### config.mk
export PLATFORM = sky130hd
export DESIGN_NAME = stage_ex_mem_flat
export DESIGN_NICKNAME = d
export VERILOG_FILES = /design/src/rtl/stage_ex_mem_if.sv /design/src/rtl/stage_ex_mem.sv /design/src/flat_wrapper.sv
export SDC_FILE = /design/constraint.sdc
export NUM_CORES = 1
export LEC_CHECK = 0
export CAP_MARGIN = 20
export CELL_PAD_IN_SITES_DETAIL_PLACEMENT = 1
export CELL_PAD_IN_SITES_GLOBAL_PLACEMENT = 1
export CORE_UTILIZATION = 39
export CTS_CLUSTER_DIAMETER = 100
export DETAILED_ROUTE_END_ITERATION = 8
export GPL_ROUTABILITY_DRIVEN = 0
export PLACE_DENSITY_LB_ADDON = 0.1
export SLEW_MARGIN = 10
export SYNTH_ARGS = -nofsm -noshare
export SYNTH_HDL_FRONTEND = slang
export SYNTH_SLANG_ARGS = --single-unit
### constraint.sdc
create_clock -name clk -period 1 [get_ports clk]
set_clock_uncertainty 0.05 [all_clocks]
set_input_delay 0.1 -clock clk [delete_from_list [all_inputs] [get_ports clk]]
set_output_delay 0.1 -clock clk [all_outputs]
set_load 0.01 [all_outputs]
### src/rtl/stage_ex_mem_if.sv
// Interface bundling the ID/EX-side inputs, hazard controls and EX/MEM-side
// outputs of the execute stage.
//   master : the upstream (ID/EX + hazard unit) view, drives the i_* signals
//            and observes the o_* signals
//   slave  : the execute stage view, consumes i_* and drives o_*
interface stage_ex_mem_if #(
  parameter int DATA_W = 32,
  parameter int REG_AW = 5
);
  // hazard control
  logic              i_stall;
  logic              i_flush;
  // ID/EX register contents
  logic              i_valid;
  logic [DATA_W-1:0] i_read_rb_1;
  logic [DATA_W-1:0] i_read_rb_2;
  logic [REG_AW-1:0] i_rt;
  logic [REG_AW-1:0] i_rd;
  logic [DATA_W-1:0] i_address_pc;
  logic [DATA_W-1:0] i_ext_sign;
  logic [2:0]        i_aluOp;
  logic              i_aluSrc;
  logic              i_regDst;
  logic              i_branch;
  logic              i_memRead;
  logic              i_memWrite;
  logic              i_regWrite;
  logic              i_memToReg;
  // EX/MEM register contents
  logic [DATA_W-1:0] o_alu_result;
  logic              o_zero;
  logic [DATA_W-1:0] o_branch_target;
  logic [DATA_W-1:0] o_write_data;
  logic [REG_AW-1:0] o_write_reg;
  logic              o_pc_src;
  logic              o_branch;
  logic              o_memRead;
  logic              o_memWrite;
  logic              o_regWrite;
  logic              o_memToReg;
  logic              o_valid;

  modport master (
    output i_stall, i_flush, i_valid, i_read_rb_1, i_read_rb_2, i_rt, i_rd,
           i_address_pc, i_ext_sign, i_aluOp, i_aluSrc, i_regDst, i_branch,
           i_memRead, i_memWrite, i_regWrite, i_memToReg,
    input  o_alu_result, o_zero, o_branch_target, o_write_data, o_write_reg,
           o_pc_src, o_branch, o_memRead, o_memWrite, o_regWrite, o_memToReg,
           o_valid
  );

  modport slave (
    input  i_stall, i_flush, i_valid, i_read_rb_1, i_read_rb_2, i_rt, i_rd,
           i_address_pc, i_ext_sign, i_aluOp, i_aluSrc, i_regDst, i_branch,
           i_memRead, i_memWrite, i_regWrite, i_memToReg,
    output o_alu_result, o_zero, o_branch_target, o_write_data, o_write_reg,
           o_pc_src, o_branch, o_memRead, o_memWrite, o_regWrite, o_memToReg,
           o_valid
  );
endinterface

### src/rtl/stage_ex_mem.sv
// Execute stage plus EX/MEM pipeline register of a 5-stage MIPS pipeline.
// Computes the ALU result, branch target and destination register from the
// ID/EX contents and registers them with the MEM/WB controls. One cycle of
// latency; the hazard unit may hold the register (stall) or load a bubble
// (flush, which wins over stall).
// Ports:
//   clk   : rising-edge clock
//   rst_n : asynchronous active-low reset, clears every output
//   bus   : stage_ex_mem_if.slave, i_* inputs from ID/EX and hazard unit,
//           o_* registered EX/MEM outputs
module stage_ex_mem #(
  parameter int DATA_W = 32,
  parameter int REG_AW = 5
) (
  input  logic           clk,
  input  logic           rst_n,
  stage_ex_mem_if.slave  bus
);

  localparam logic [DATA_W-1:0] ONE = {{(DATA_W-1){1'b0}}, 1'b1};

  function automatic logic [DATA_W-1:0] alu_calc(
    input logic [2:0]               op,
    input logic [5:0]               funct,
    input logic signed [DATA_W-1:0] a,
    input logic signed [DATA_W-1:0] b
  );
    logic [DATA_W-1:0] r;
    r = '0;
    case (op)
      3'b000: r = a + b;
      3'b001: r = a - b;
      3'b010: begin
        case (funct)
          6'b100000: r = a + b;
          6'b100010: r = a - b;
          6'b100100: r = a & b;
          6'b100101: r = a | b;
          6'b100111: r = ~(a | b);
          6'b101010: r = (a < b) ? ONE : '0;
          default:   r = '0;
        endcase
      end
      3'b011: r = a & b;
      3'b100: r = a | b;
      3'b101: r = (a < b) ? ONE : '0;
      default: r = '0;
    endcase
    return r;
  endfunction

  // ---- p0: combinational execute ----
  logic signed [DATA_W-1:0] op_a_p0;
  logic signed [DATA_W-1:0] op_b_p0;
  logic [DATA_W-1:0]        alu_p0;
  logic                     zero_p0;
  logic [DATA_W-1:0]        target_p0;
  logic [REG_AW-1:0]        wreg_p0;
  logic                     vld_p0;

  always_comb begin
    op_a_p0   = bus.i_read_rb_1;
    op_b_p0   = bus.i_aluSrc ? bus.i_ext_sign : bus.i_read_rb_2;
    alu_p0    = alu_calc(bus.i_aluOp, bus.i_ext_sign[5:0], op_a_p0, op_b_p0);
    zero_p0   = (alu_p0 == '0);
    target_p0 = bus.i_address_pc + {bus.i_ext_sign[DATA_W-3:0], 2'b00};
    wreg_p0   = bus.i_regDst ? bus.i_rd : bus.i_rt;
    vld_p0    = bus.i_valid;
  end

  // ---- p1: EX/MEM register ----
  logic [DATA_W-1:0] alu_p1;
  logic              zero_p1;
  logic [DATA_W-1:0] target_p1;
  logic [DATA_W-1:0] wdata_p1;
  logic [REG_AW-1:0] wreg_p1;
  logic              pc_src_p1;
  logic              branch_p1;
  logic              mem_rd_p1;
  logic              mem_wr_p1;
  logic              reg_wr_p1;
  logic              mem2reg_p1;
  logic              vld_p1;

  always_ff @(posedge clk or negedge rst_n) begin
    if (!rst_n) begin
      alu_p1     <= '0;
      zero_p1    <= 1'b0;
      target_p1  <= '0;
      wdata_p1   <= '0;
      wreg_p1    <= '0;
      pc_src_p1  <= 1'b0;
      branch_p1  <= 1'b0;
      mem_rd_p1  <= 1'b0;
      mem_wr_p1  <= 1'b0;
      reg_wr_p1  <= 1'b0;
      mem2reg_p1 <= 1'b0;
      vld_p1     <= 1'b0;
    end else if (bus.i_flush) begin
      alu_p1     <= '0;
      zero_p1    <= 1'b0;
      target_p1  <= '0;
      wdata_p1   <= '0;
      wreg_p1    <= '0;
      pc_src_p1  <= 1'b0;
      branch_p1  <= 1'b0;
      mem_rd_p1  <= 1'b0;
      mem_wr_p1  <= 1'b0;
      reg_wr_p1  <= 1'b0;
      mem2reg_p1 <= 1'b0;
      vld_p1     <= 1'b0;
    end else if (!bus.i_stall) begin
      // Data fields are captured even for a bubble; only the controls that
      // could change architectural state are gated by validity.
      alu_p1     <= alu_p0;
      zero_p1    <= zero_p0;
      target_p1  <= target_p0;
      wdata_p1   <= bus.i_read_rb_2;
      wreg_p1    <= wreg_p0;
      pc_src_p1  <= vld_p0 & bus.i_branch & zero_p0;
      branch_p1  <= vld_p0 & bus.i_branch;
      mem_rd_p1  <= vld_p0 & bus.i_memRead;
      mem_wr_p1  <= vld_p0 & bus.i_memWrite;
      reg_wr_p1  <= vld_p0 & bus.i_regWrite;
      mem2reg_p1 <= vld_p0 & bus.i_memToReg;
      vld_p1     <= vld_p0;
    end
  end

  assign bus.o_alu_result    = alu_p1;
  assign bus.o_zero          = zero_p1;
  assign bus.o_branch_target = target_p1;
  assign bus.o_write_data    = wdata_p1;
  assign bus.o_write_reg     = wreg_p1;
  assign bus.o_pc_src        = pc_src_p1;
  assign bus.o_branch        = branch_p1;
  assign bus.o_memRead       = mem_rd_p1;
  assign bus.o_memWrite      = mem_wr_p1;
  assign bus.o_regWrite      = reg_wr_p1;
  assign bus.o_memToReg      = mem2reg_p1;
  assign bus.o_valid         = vld_p1;

endmodule

### src/flat_wrapper.sv
// flat-port wrapper written by rule: the top's interface ports become plain ports
module stage_ex_mem_flat 
#(
  parameter int DATA_W = 32,
  parameter int REG_AW = 5
)
  (clk, rst_n, bus_i_stall, bus_i_flush, bus_i_valid, bus_i_read_rb_1, bus_i_read_rb_2, bus_i_rt, bus_i_rd, bus_i_address_pc, bus_i_ext_sign, bus_i_aluOp, bus_i_aluSrc, bus_i_regDst, bus_i_branch, bus_i_memRead, bus_i_memWrite, bus_i_regWrite, bus_i_memToReg, bus_o_alu_result, bus_o_zero, bus_o_branch_target, bus_o_write_data, bus_o_write_reg, bus_o_pc_src, bus_o_branch, bus_o_memRead, bus_o_memWrite, bus_o_regWrite, bus_o_memToReg, bus_o_valid);
  stage_ex_mem_if #(.DATA_W(DATA_W), .REG_AW(REG_AW)) bus_i ();
  input  logic clk;
  input  logic rst_n;
  input wire logic [$bits(bus_i.i_stall)-1:0] bus_i_stall;
  input wire logic [$bits(bus_i.i_flush)-1:0] bus_i_flush;
  input wire logic [$bits(bus_i.i_valid)-1:0] bus_i_valid;
  input wire logic [$bits(bus_i.i_read_rb_1)-1:0] bus_i_read_rb_1;
  input wire logic [$bits(bus_i.i_read_rb_2)-1:0] bus_i_read_rb_2;
  input wire logic [$bits(bus_i.i_rt)-1:0] bus_i_rt;
  input wire logic [$bits(bus_i.i_rd)-1:0] bus_i_rd;
  input wire logic [$bits(bus_i.i_address_pc)-1:0] bus_i_address_pc;
  input wire logic [$bits(bus_i.i_ext_sign)-1:0] bus_i_ext_sign;
  input wire logic [$bits(bus_i.i_aluOp)-1:0] bus_i_aluOp;
  input wire logic [$bits(bus_i.i_aluSrc)-1:0] bus_i_aluSrc;
  input wire logic [$bits(bus_i.i_regDst)-1:0] bus_i_regDst;
  input wire logic [$bits(bus_i.i_branch)-1:0] bus_i_branch;
  input wire logic [$bits(bus_i.i_memRead)-1:0] bus_i_memRead;
  input wire logic [$bits(bus_i.i_memWrite)-1:0] bus_i_memWrite;
  input wire logic [$bits(bus_i.i_regWrite)-1:0] bus_i_regWrite;
  input wire logic [$bits(bus_i.i_memToReg)-1:0] bus_i_memToReg;
  output wire logic [$bits(bus_i.o_alu_result)-1:0] bus_o_alu_result;
  output wire logic [$bits(bus_i.o_zero)-1:0] bus_o_zero;
  output wire logic [$bits(bus_i.o_branch_target)-1:0] bus_o_branch_target;
  output wire logic [$bits(bus_i.o_write_data)-1:0] bus_o_write_data;
  output wire logic [$bits(bus_i.o_write_reg)-1:0] bus_o_write_reg;
  output wire logic [$bits(bus_i.o_pc_src)-1:0] bus_o_pc_src;
  output wire logic [$bits(bus_i.o_branch)-1:0] bus_o_branch;
  output wire logic [$bits(bus_i.o_memRead)-1:0] bus_o_memRead;
  output wire logic [$bits(bus_i.o_memWrite)-1:0] bus_o_memWrite;
  output wire logic [$bits(bus_i.o_regWrite)-1:0] bus_o_regWrite;
  output wire logic [$bits(bus_i.o_memToReg)-1:0] bus_o_memToReg;
  output wire logic [$bits(bus_i.o_valid)-1:0] bus_o_valid;
  assign bus_i.i_stall = bus_i_stall;
  assign bus_i.i_flush = bus_i_flush;
  assign bus_i.i_valid = bus_i_valid;
  assign bus_i.i_read_rb_1 = bus_i_read_rb_1;
  assign bus_i.i_read_rb_2 = bus_i_read_rb_2;
  assign bus_i.i_rt = bus_i_rt;
  assign bus_i.i_rd = bus_i_rd;
  assign bus_i.i_address_pc = bus_i_address_pc;
  assign bus_i.i_ext_sign = bus_i_ext_sign;
  assign bus_i.i_aluOp = bus_i_aluOp;
  assign bus_i.i_aluSrc = bus_i_aluSrc;
  assign bus_i.i_regDst = bus_i_regDst;
  assign bus_i.i_branch = bus_i_branch;
  assign bus_i.i_memRead = bus_i_memRead;
  assign bus_i.i_memWrite = bus_i_memWrite;
  assign bus_i.i_regWrite = bus_i_regWrite;
  assign bus_i.i_memToReg = bus_i_memToReg;
  assign bus_o_alu_result = bus_i.o_alu_result;
  assign bus_o_zero = bus_i.o_zero;
  assign bus_o_branch_target = bus_i.o_branch_target;
  assign bus_o_write_data = bus_i.o_write_data;
  assign bus_o_write_reg = bus_i.o_write_reg;
  assign bus_o_pc_src = bus_i.o_pc_src;
  assign bus_o_branch = bus_i.o_branch;
  assign bus_o_memRead = bus_i.o_memRead;
  assign bus_o_memWrite = bus_i.o_memWrite;
  assign bus_o_regWrite = bus_i.o_regWrite;
  assign bus_o_memToReg = bus_i.o_memToReg;
  assign bus_o_valid = bus_i.o_valid;
  stage_ex_mem #(.DATA_W(DATA_W), .REG_AW(REG_AW)) u_core (.clk(clk), .rst_n(rst_n), .bus(bus_i));
endmodule
==> flow_summary.toml, run 1 <==
[yosys]
synth_cell_type_count = 89
synth_edf_count = 0
synth_seq_area_share_pct = 21.9
synth_area_um2 = 12400
synthCells = 1595
synth_top_area_cell = "dfrtp_1"
synth_nets = 1883
post-synth-top-count-cell = "nor2_1"
synthFlopType = "dfrtp_1"
ys_ff_latch = 109
synth.area.top_cells = "dfrtp_1 (22%), ha_1 (13%), mux2i_1 (7.1%), nor2_1 (6.8%), a21oi_1 (5.5%)"
synthTopCellsByCount = "nor2_1 (226), a21oi_1 (137), ha_1 (132)"
netlist.area_leader.share_pct = 21.9
synth.avg_cell_area_um2 = 7.80
async_flop_share_pct = 100
yosysWarnings = 0

[status]
toolErrorMsg = "[ERROR GRT-0116] Global routing finished with congestion. Check the congestion regions in the DRC Viewer."
haltStage = "5_1_grt"
outcome = "did not finish"

[floorplan]
die_w_um = 181
die_height_um = 181
ios = 262
rows = 65
initial_core_util_pct = 39.5

[global_route]
grt_use_total_pct = 71.2
grt_pass1_vias = 24423
grt_max_degree = 65
overflow = 155
grt_pass1_wl_um = 173000

[cts]
cts.sinks = 109
cts_made_buffers = 9
cts_buffer_depth = 2
cts_htree_levels = 3
cts-root-buf = "clkbuf_16"

[place]
place_inst = 2727
hpwl_um = 56700
port_buffers = 261
==> cells by family after synthesis <==
family	count (synthesis)	share of synthesized area [%]
adder cells (fa/ha/maj)	135	13.8
XOR/XNOR	68	4.79
multiplexers	89	7.17
buffers and inverters	204	6.32
AND/OR/NAND/NOR	483	17.8
flip-flops	109	21.9
AO/OA/AOI/OAI	507	28.2
==> stage by stage <==
| stage | setup slack (ns) | area [um^2] |
|---|---|---|
| after global placement | -3.06 | 19900 |
| after CTS | -2.64 | 22700 |
| after floorplan | -2.59 | 13000 |
| after detailed placement | -3.25 | 19900 |
==> layer usage <==
metal | GRT usage, % | overflow
met2 | 96.4 | 76
met3 | 45.9 | 2
met4 | 80.6 | 75
met5 | 8.44 | 0
met1 | 68.2 | 2
==> repair_timing <==
| item | 4_1_cts |
|---|---|
| resized for setup | 544 |
| hold buffers | 1 |
| setup buffers | 82 |
| cloned | 1 |
| endpoints found under the hold margin | 109 |
| endpoints found under the setup margin | 218 |
| pin swaps | 188 |
==> inputs of run 2 (changes only) <==
--- a/config.mk
+++ b/config.mk
@@ -6,13 +6,10 @@
 export NUM_CORES = 1
 export LEC_CHECK = 0
 export CAP_MARGIN = 20
-export CELL_PAD_IN_SITES_DETAIL_PLACEMENT = 1
-export CELL_PAD_IN_SITES_GLOBAL_PLACEMENT = 1
-export CORE_UTILIZATION = 39
-export CTS_CLUSTER_DIAMETER = 100
+export CORE_UTILIZATION = 40
 export DETAILED_ROUTE_END_ITERATION = 8
 export GPL_ROUTABILITY_DRIVEN = 0
-export PLACE_DENSITY_LB_ADDON = 0.1
+export PLACE_DENSITY_LB_ADDON = 0.15
 export SLEW_MARGIN = 10
 export SYNTH_ARGS = -nofsm -noshare
 export SYNTH_HDL_FRONTEND = slang
==> flow_summary.toml, run 2 <==
[power_and_ir_drop]
power_switching_w = 0.00923
switching_share_pct = 40.2
p_per_area_nw_per_um2 = 998
p_leak_nw = 11.1
irDropWorstVdd_uv = 962
total_power_w = 0.0230
power.internal_w = 0.0137
seqPwrFrac_pct = 21.5
clkPwrFrac_pct = 17.2
power_frac_comb_pct = 61.3

[layout]
post-route-util_pct = 75.2
drive_gt1_share_pct = 46.7
nFillCells = 2072
final_common_cell = "buf_4"
synthToLayoutAreaGrowth_pct = 84.8
nets = 2748
layout_common_cells = "buf_4 (587), nor2_1 (201), buf_6 (110)"

[yosys]
synth.avg_cell_area_um2 = 7.80
synth_top_area_cell = "dfrtp_1"
yosysWarnings = 0
synth.area.top_cells = "dfrtp_1 (22%), ha_1 (13%), mux2i_1 (7.1%), nor2_1 (6.8%), a21oi_1 (5.5%)"
netlist.area_leader.share_pct = 21.9
synth_edf_count = 0
synth_seq_area_share_pct = 21.9
post-synth-top-count-cell = "nor2_1"
synth_nets = 1883
synth_cell_type_count = 89
synthFlopType = "dfrtp_1"
ys_ff_latch = 109
synth_area_um2 = 12400
synthCells = 1595
synthTopCellsByCount = "nor2_1 (226), a21oi_1 (137), ha_1 (132)"
async_flop_share_pct = 100

[cts]
cts.sinks = 109
cts_htree_levels = 3
cts_buffer_depth = 2
cts-root-buf = "clkbuf_16"
tritoncts = "built"
clock_latency_ns = 0.38
cts_made_buffers = 9
path_clk_slew_ns = 0.08

[setup_path]
crit_buf_inv = 9
path_class = "input port to flop"
r2r_slack_ns = -0.02
crit_arrival_ns = 3.92
cp-start-kind = "input port"
timing.rr.end = "u_core.bus.o_write_data[19]$_DFFE_PN0P_"
cpPeakStageDelay_ns = 0.35
cp_cell_sequence = "buf_12, buf_8, buf_8, buf_12, mux2i_4, inv_1, buf_4, ha_1, a211oi_4, buf_6, o21ai_4, a211oi_4, a211o_1, buf_6, o311ai_4, buf_4, a221o_1, a21o_1, nor3_2, nand4_1, o21ai_1"
crit_fanout = 5
crit_family = "compound AO/OA/AOI/OAI gates"
crit_required_ns = 1.25
cp-end-kind = "flop"
rr_worst_depth = 4
r2r_start = "u_core.bus.o_write_data[19]$_DFFE_PN0P_"
slowest_stage = "a221o_1"

[routing]
drc = 0
drtAntennaViolNets = 0
via_count = 16930
wl_per_cell_um = 22.1
wl_um = 63400
vias_per_cell = 5.92
dr.pass1.iters = 7
drtIter0Drc = 2027

[global_route]
grt_max_degree = 64
antenna_found_initial = 1
overflow = 0
grt_use_total_pct = 34.6
grt_pass1_vias = 15952
grt_pass1_wl_um = 85500

[sta]
final.setup.worst_slack_ns = -2.67
final_hold_viol_count = 1
max_freq_mhz = 272
slew_viol_final = 0
finalCritPeriodShare_pct = 367
max_slew_margin_pct = 45.3
post-route-min-period_ns = 3.67
rsz0062_at_grt = "true"
setup_violations = 172
hold_slack_ns = -0.0321
tns_ns = -114.63
worst_pin_slew_ns = 0.814

[place]
port_buffers = 261
hpwl_um = 43200

[floorplan]
die_height_um = 178
die_w_um = 178
rows = 64
core-area_um2 = 30600
ios = 262
die-area_um2 = 31800
initial_core_util_pct = 40.7

[status]
outcome = "finished with violations"
violations = "hold timing, setup timing"

[hold_path]
holdPathEnd = "u_core.bus.o_write_data[7]$_DFFE_PN0P_"
hold_start = "bus_i_read_rb_2[7]"
hp-class = "input port to flop"
holdPathStages = 3

[run]
drv_cap = 0
-- run 2: final cells by class --
cell class	count	area (um^2)	area share [%]
clock buffers	11	233	1.01
diodes	1	2.50	0.0109
multi-input cells	1282	11000	48.0
inverters	107	408	1.77
clock inverters	5	66.3	0.288
flip-flops and latches	109	2730	11.9
repair buffers	951	8030	34.9
well taps	396	495	2.15
-- run 2: cells by family after synthesis --
| logic type | Yosys count | synth area share, % |
|---|---|---|
| compound gates | 507 | 28.2 |
| simple gates | 483 | 17.8 |
| buf+inv | 204 | 6.32 |
| fa+ha+maj | 135 | 13.8 |
| flops | 109 | 21.9 |
| mux | 89 | 7.17 |
| xor+xnor | 68 | 4.79 |
-- run 2: worst reg2reg max path: cells and delay by family (launching register included) --
family / cells / cell delay [ns]
mux: 1 / 0.13
simple gates: 1 / 0.06
buf+inv: 2 / 0.26
flops: 1 / 0.40
-- run 2: repair_timing --
action / 4_1_cts / 5_1_grt
endpoints found under the hold margin: 109 / 1
cloned: 2 / 1
resized for setup: 367 / 472
pin swaps: 124 / 201
hold buffers: 1 / 1
setup endpoints to repair: 218 / 218
buffers inserted: 64 / 101
-- run 2: metal layers --
layer | vias up | global-route usage [%] | wire length, um
li1 | 7517 | - | -
met1 | 7959 | 42.3 | 23400
met2 | 1105 | 57.4 | 29200
met3 | 349 | 6.07 | 5970
met4 | 0 | 19.4 | 4800
met5 | - | 0 | 0
-- run 2: stage by stage --
step | setup slack, ns | cells | cell area [um^2] | hold slack [ns]
after floorplan | -2.59 | 1595 | 13000 | -0.246
after global placement | -3.11 | 2721 | 19900 | -0.0802
after detailed placement | -3.21 | 2721 | 19900 | -0.0789
after CTS | -2.52 | 2791 | 21700 | 0.0731
after global routing | -2.94 | 2861 | 23000 | 0.00500
final | -2.67 | 2862 | 23000 | -0.0321
-- run 2: how the worst max path moves through the flow --
stage,depth (start not counted),endpoint,start,slack [ns]
3_3_place_gp,17,u_core.bus.o_zero$_DFFE_PN0P_,bus_i_aluSrc,-3.11
5_1_grt,20,u_core.bus.o_pc_src$_DFFE_PN0P_,bus_i_aluSrc,-2.94
2_1_floorplan,19,u_core.bus.o_pc_src$_DFFE_PN0P_,bus_i_ext_sign[1],-2.59
4_1_cts,16,u_core.bus.o_zero$_DFFE_PN0P_,bus_i_aluSrc,-2.52
3_5_place_dp,18,u_core.bus.o_zero$_DFFE_PN0P_,bus_i_aluSrc,-3.21
6_report,21,u_core.bus.o_zero$_DFFE_PN0P_,bus_i_aluSrc,-2.67
-- run 2: power groups by stage --
stage | clock, W | combinational (W) | sequential [W]
3_5_place_dp | 0 | 0.0110 | 0.00499
4_1_cts | 0.00397 | 0.0122 | 0.00491
2_1_floorplan | 0 | 0.00511 | 0.00513
5_1_grt | 0.00411 | 0.0148 | 0.00496
6_report | 0.00395 | 0.0141 | 0.00493
3_3_place_gp | 0 | 0.0108 | 0.00497
(Power assumes the default switching activity.)
==> inputs of run 3 (changes only) <==
--- a/config.mk
+++ b/config.mk
@@ -10,7 +10,6 @@
 export DETAILED_ROUTE_END_ITERATION = 8
 export GPL_ROUTABILITY_DRIVEN = 0
 export PLACE_DENSITY_LB_ADDON = 0.15
-export SLEW_MARGIN = 10
 export SYNTH_ARGS = -nofsm -noshare
 export SYNTH_HDL_FRONTEND = slang
 export SYNTH_SLANG_ARGS = --single-unit
==> results of run 3 <==
No change in the layout: final DEF, timing and power equal those of run 2.
